[src/rtl/seg_page_sequencer.sv]
// Pages a captured 144-bit word onto a six-digit hex display, 24 bits per page.
// Supports a timed auto-sweep, manual step, hold, repeat and a valid/ready capture.
module seg_page_sequencer #(
  parameter int unsigned DWELL_CYCLES = 50_000_000
) (
  input  logic         clk,
  input  logic         reset,
  input  logic         data_valid,
  input  logic [143:0] data_in,
  output logic         data_ready,
  input  logic         auto_en,
  input  logic         hold,
  input  logic         repeat_en,
  input  logic         step,
  output logic [23:0]  disp_value,
  output logic [2:0]   page_idx,
  output logic         page_valid,
  output logic         sweep_done
);

  localparam int unsigned TW = $clog2(DWELL_CYCLES);
  localparam logic [TW-1:0] T_LAST = TW'(DWELL_CYCLES - 1);

  typedef enum logic [1:0] {IDLE, SHOW, DONE} state_t;

  state_t         state, state_n;
  logic [143:0]   word, word_n;
  logic [TW-1:0]  timer, timer_n;
  logic [2:0]     page_n;
  logic           done_n;
  logic           step_q, step_rise;
  logic           capture, expire;
  logic [23:0]    slice_n;

  assign data_ready = (state != SHOW) | repeat_en;
  assign capture    = data_valid & data_ready;
  assign expire     = (state == SHOW) & auto_en & ~hold & (timer == T_LAST);

  // Capture outranks any advance; a step and an expiry together still advance once.
  always_comb begin
    state_n = state;
    word_n  = word;
    page_n  = page_idx;
    timer_n = timer;
    done_n  = 1'b0;
    if (capture) begin
      word_n  = data_in;
      page_n  = 3'd0;
      timer_n = '0;
      state_n = SHOW;
    end else if (state == SHOW) begin
      if (step_rise | expire) begin
        timer_n = '0;
        if (page_idx == 3'd5) begin
          done_n = 1'b1;
          if (repeat_en) page_n  = 3'd0;
          else           state_n = DONE;
        end else begin
          page_n = page_idx + 3'd1;
        end
      end else if (auto_en & ~hold) begin
        timer_n = timer + TW'(1);
      end
    end
  end

  always_comb begin
    case (page_n)
      3'd0:    slice_n = word_n[143:120];
      3'd1:    slice_n = word_n[119:96];
      3'd2:    slice_n = word_n[95:72];
      3'd3:    slice_n = word_n[71:48];
      3'd4:    slice_n = word_n[47:24];
      default: slice_n = word_n[23:0];
    endcase
  end

  // The step edge is registered, so a sampled rising edge moves the page one edge later.
  always_ff @(posedge clk or posedge reset) begin
    if (reset) begin
      state      <= IDLE;
      word       <= '0;
      timer      <= '0;
      disp_value <= '0;
      page_idx   <= '0;
      page_valid <= 1'b0;
      sweep_done <= 1'b0;
      step_q     <= 1'b0;
      step_rise  <= 1'b0;
    end else begin
      state      <= state_n;
      word       <= word_n;
      timer      <= timer_n;
      disp_value <= slice_n;
      page_idx   <= page_n;
      page_valid <= page_valid | capture;
      sweep_done <= done_n;
      step_q     <= step;
      step_rise  <= step & ~step_q;
    end
  end

endmodule

[config.mk]
export PLATFORM = sky130hd
export DESIGN_NAME = seg_page_sequencer
export DESIGN_NICKNAME = d
export VERILOG_FILES = /design/src/rtl/seg_page_sequencer.sv
export SDC_FILE = /design/constraint.sdc
export NUM_CORES = 1
export LEC_CHECK = 0
export ABC_AREA = 1
export CAP_MARGIN = 0
export CORE_UTILIZATION = 25
export DETAILED_ROUTE_END_ITERATION = 8
export GPL_ROUTABILITY_DRIVEN = 0
export GPL_TIMING_DRIVEN = 1
export MAX_ROUTING_LAYER = met4
export PLACE_DENSITY = 0.47
export SETUP_SLACK_MARGIN = 0.15
export SLEW_MARGIN = 30
export SYNTH_ARGS = -nofsm -noshare
export SYNTH_HDL_FRONTEND = slang
export SYNTH_SLANG_ARGS = --single-unit
[constraint.sdc]
create_clock -name clk -period 7.53 [get_ports clk]
set_clock_uncertainty 0.15 [all_clocks]
set_input_delay 1.1295 -clock clk [delete_from_list [all_inputs] [get_ports clk]]
set_output_delay 1.1295 -clock clk [all_outputs]
set_load 0.05 [all_outputs]
==> impl_metrics.json <==
{
  "run_status": "completed",
  "synth_most_common_cell": "sky130_fd_sc_hd__nand2_1",
  "postCtsSetupRepairBufs": 0,
  "min-delay-path-class": "reg2reg",
  "synth.net_count": 1315,
  "route.detailed.wl_per_inst_um": 17.0,
  "die-width_um": 195,
  "finalSetupViolations": 0,
  "core_area_um2": 36600,
  "clkLatencyLatePin_ps": 530,
  "p_switching_mw": 1.15,
  "worst-slew-pin-transition_ps": 886,
  "slew_headroom_pct": 40.9,
  "cap_violations": 0,
  "max_freq_mhz": 230,
  "worst-path-max-fanout": 70,
  "cts_max_level": 1,
  "yosys_register_bits": 203,
  "timing_hold_violations_final": 0,
  "clock_power_share_pct": 35.0,
  "placedCellCount": 1750,
  "synth-async-reset-ratio_pct": 100,
  "initialDrtViolationCount": 469,
  "setup.worst_path.start_class": "input port",
  "synth_common_cells": "577 x sky130_fd_sc_hd__nand2_1, 203 x sky130_fd_sc_hd__dfrtp_1, 81 x sky130_fd_sc_hd__nand4_1",
  "synth_edf_count": 0,
  "post_route_cells_drive_above_1_share_pct": 5.35,
  "period_share_pct": 57.8,
  "portBuffers": 180,
  "final_net_count": 1462,
  "ys_dominant_reg_cell": "sky130_fd_sc_hd__dfrtp_1",
  "rsz_0062_raised_after_global_routing": "no",
  "power.ir.vdd_worst_v": 0.000141,
  "vertical_extent_of_the_die_um": 195,
  "critical_path.endpoint_type": "flip-flop",
  "cells_after_synthesis": 1161,
  "tritoncts.num_buffers": 24,
  "area_growth_syn_to_layout_pct": 31.8,
  "p_sw_share_pct": 33.6,
  "track_usage_pct": 16.5,
  "clk_pin_slew_ps": 60,
  "power.combinational.fraction_pct": 26.1,
  "antenna_found_initial": 0,
  "drt.antenna.violating_nets": 0,
  "syn_avg_cell_area_um2": 8.02,
  "first_pass_iters": 5,
  "wire_length_of_the_first_global_routing_pass_mm": 47.5,
  "diodes": 0,
  "path_class": "in2reg",
  "worst-endpoint-required_ps": 7770,
  "viasPerCell": 4.49,
  "post_cts.resized_instances": 0,
  "row_count": 70,
  "synthesis.area_um2": 9310,
  "maximum_number_of_pins_on_one_net_before_global_route_repair": 96,
  "netlist.area_leader.share_pct": 54.6,
  "holdBufCountCts": 0,
  "p_int_mw": 2.28,
  "power.static_leakage_nw": 5.94,
  "totalWireLength_mm": 30.5,
  "place.detailed.hpwl_mm": 21.4,
  "finalWorstSetupSlack_ps": 3180,
  "synthesis_warning_total": 0,
  "post_synth_main_area_contributors": "sky130_fd_sc_hd__dfrtp_1 55%, sky130_fd_sc_hd__nand2_1 23%, sky130_fd_sc_hd__nand4_1 5.4%",
  "clock_sink_count": 203,
  "dpl_worst_slack_ps": 2640,
  "synth_top_cell_by_area": "sky130_fd_sc_hd__dfrtp_1",
  "cts_root_buf": "sky130_fd_sc_hd__clkbuf_16",
  "seq_power_share_pct": 38.8,
  "finalSetupTns_ps": 0,
  "netlist-cell-type-count": 36,
  "finalMaxSlewViolations": 0,
  "ctsLongestPathBuffers": 3,
  "globalRouteOverflowTotal": 0,
  "io_pins": 181,
  "drt_drc_violations_left": 0,
  "pwr_density_cell_nw_per_um2": 280,
  "start_util_pct": 25.4,
  "floorplan.die_area_um2": 38000,
  "crit_arrival_ps": 4590,
  "final_period_minus_worst_setup_slack_ps": 4350,
  "post_layout_cell_count": 1794,
  "total_power_mw": 3.43,
  "cts_tree": "yes",
  "synth-seq-area-share_pct": 54.6,
  "vias": 8063,
  "grt_pass1_vias": 8240
}
==> cells in the final DEF (no fill, tap or decap), types with 5 or more instances in the layout <==
cell type                           n
sky130_fd_sc_hd__nand2_1          577
sky130_fd_sc_hd__dfrtp_1          203
sky130_fd_sc_hd__clkdlybuf4s50_1  180
sky130_fd_sc_hd__nand4_1           81
sky130_fd_sc_hd__nand3_1           62
sky130_fd_sc_hd__nor2_1            60
sky130_fd_sc_hd__inv_1             31
sky130_fd_sc_hd__clkbuf_16         24
sky130_fd_sc_hd__a21oi_1           12
sky130_fd_sc_hd__o21ai_0           10
sky130_fd_sc_hd__nor3_1             7
sky130_fd_sc_hd__clkbuf_1           7
sky130_fd_sc_hd__inv_2              5
sky130_fd_sc_hd__xor2_1             5
==> per-layer routing <==
layer | global-route usage [%] | share of wire (%)
met2 | 26.8 | 47
met4 | 3.67 | 2.2
met1 | 22.1 | 46
met3 | 2.05 | 4.0
met5 | - | 0
==> layout make-up <==
type / instances / area (um2)
Tap cell: 468 / 586
Clock inverter: 9 / 138
Fill cell: 3855 / 24300
Multi-Input combinational cell: 855 / 3770
Sequential cell: 203 / 5080
Inverter: 38 / 155
Clock buffer: 35 / 682
Timing Repair Buffer: 186 / 1860
==> registers in the layout (all words and copies together), names as in the netlist <==
name,cells
timer,26
sweep_done,1
word,144
step_q,1
state,2
step_rise,1
disp_value,24
page_valid,1
page_idx,3
==> worst max-delay path, cell delays in order <==
cell and delay (ps):
sky130_fd_sc_hd__clkdlybuf4s50_1 490, sky130_fd_sc_hd__or2_2 370, sky130_fd_sc_hd__nand2_4 630, sky130_fd_sc_hd__nand3_4 700, sky130_fd_sc_hd__inv_2 680, sky130_fd_sc_hd__nor3_4 180
sky130_fd_sc_hd__buf_8 210, sky130_fd_sc_hd__nand2_1 60, sky130_fd_sc_hd__nand3_1 80
==> kinds of logic (layout without fill, tap and decap cells) <==
| group | count (synthesis) | count (layout) | share of synthesized area (%) |
|---|---|---|---|
| compound gates | 36 | 36 | 2.38 |
| xor+xnor | 7 | 7 | 0.659 |
| simple gates | 809 | 809 | 37.0 |
| flops | 203 | 203 | 54.6 |
| fa+ha+maj | 3 | 3 | 0.403 |
| buf+inv | 103 | 268 | 5.01 |
==> stage by stage <==
stage / util, % / instance area [um2] / hold slack [ps]
global placement: 31.2 / 11400 / 237
finish: 33.5 / 12300 / 255
floorplan: - / 9310 / 226
global route: 33.5 / 12300 / 282
detailed placement: 31.3 / 11400 / 253
CTS: 33.5 / 12300 / 259
==> power by group through the flow <==
| stage | registers (mW) | clock network (mW) | logic (mW) |
|---|---|---|---|
| after floorplan | 1.51 | 0 | 0.386 |
| after global placement | 1.36 | 0 | 0.896 |
| after detailed placement | 1.35 | 0 | 0.908 |
| after CTS | 1.34 | 1.23 | 0.912 |
| after global routing | 1.35 | 1.27 | 0.977 |
| final | 1.33 | 1.20 | 0.897 |
==> worst paths after layout <==
path,slack [ps],startpoint,cells past startpoint,endpoint
max in group asynchronous,5130,reset,3,word[63]
hold reg to reg,250,step_q,1,step_rise
setup reg to reg,3810,state[1],10,disp_value[18]
setup / recovery,3180,repeat_en,9,disp_value[18]
min in group asynchronous,970,reset,2,step_q
hold / removal,250,step_q,1,step_rise
Note: power is estimated with default switching activity, not from simulation.
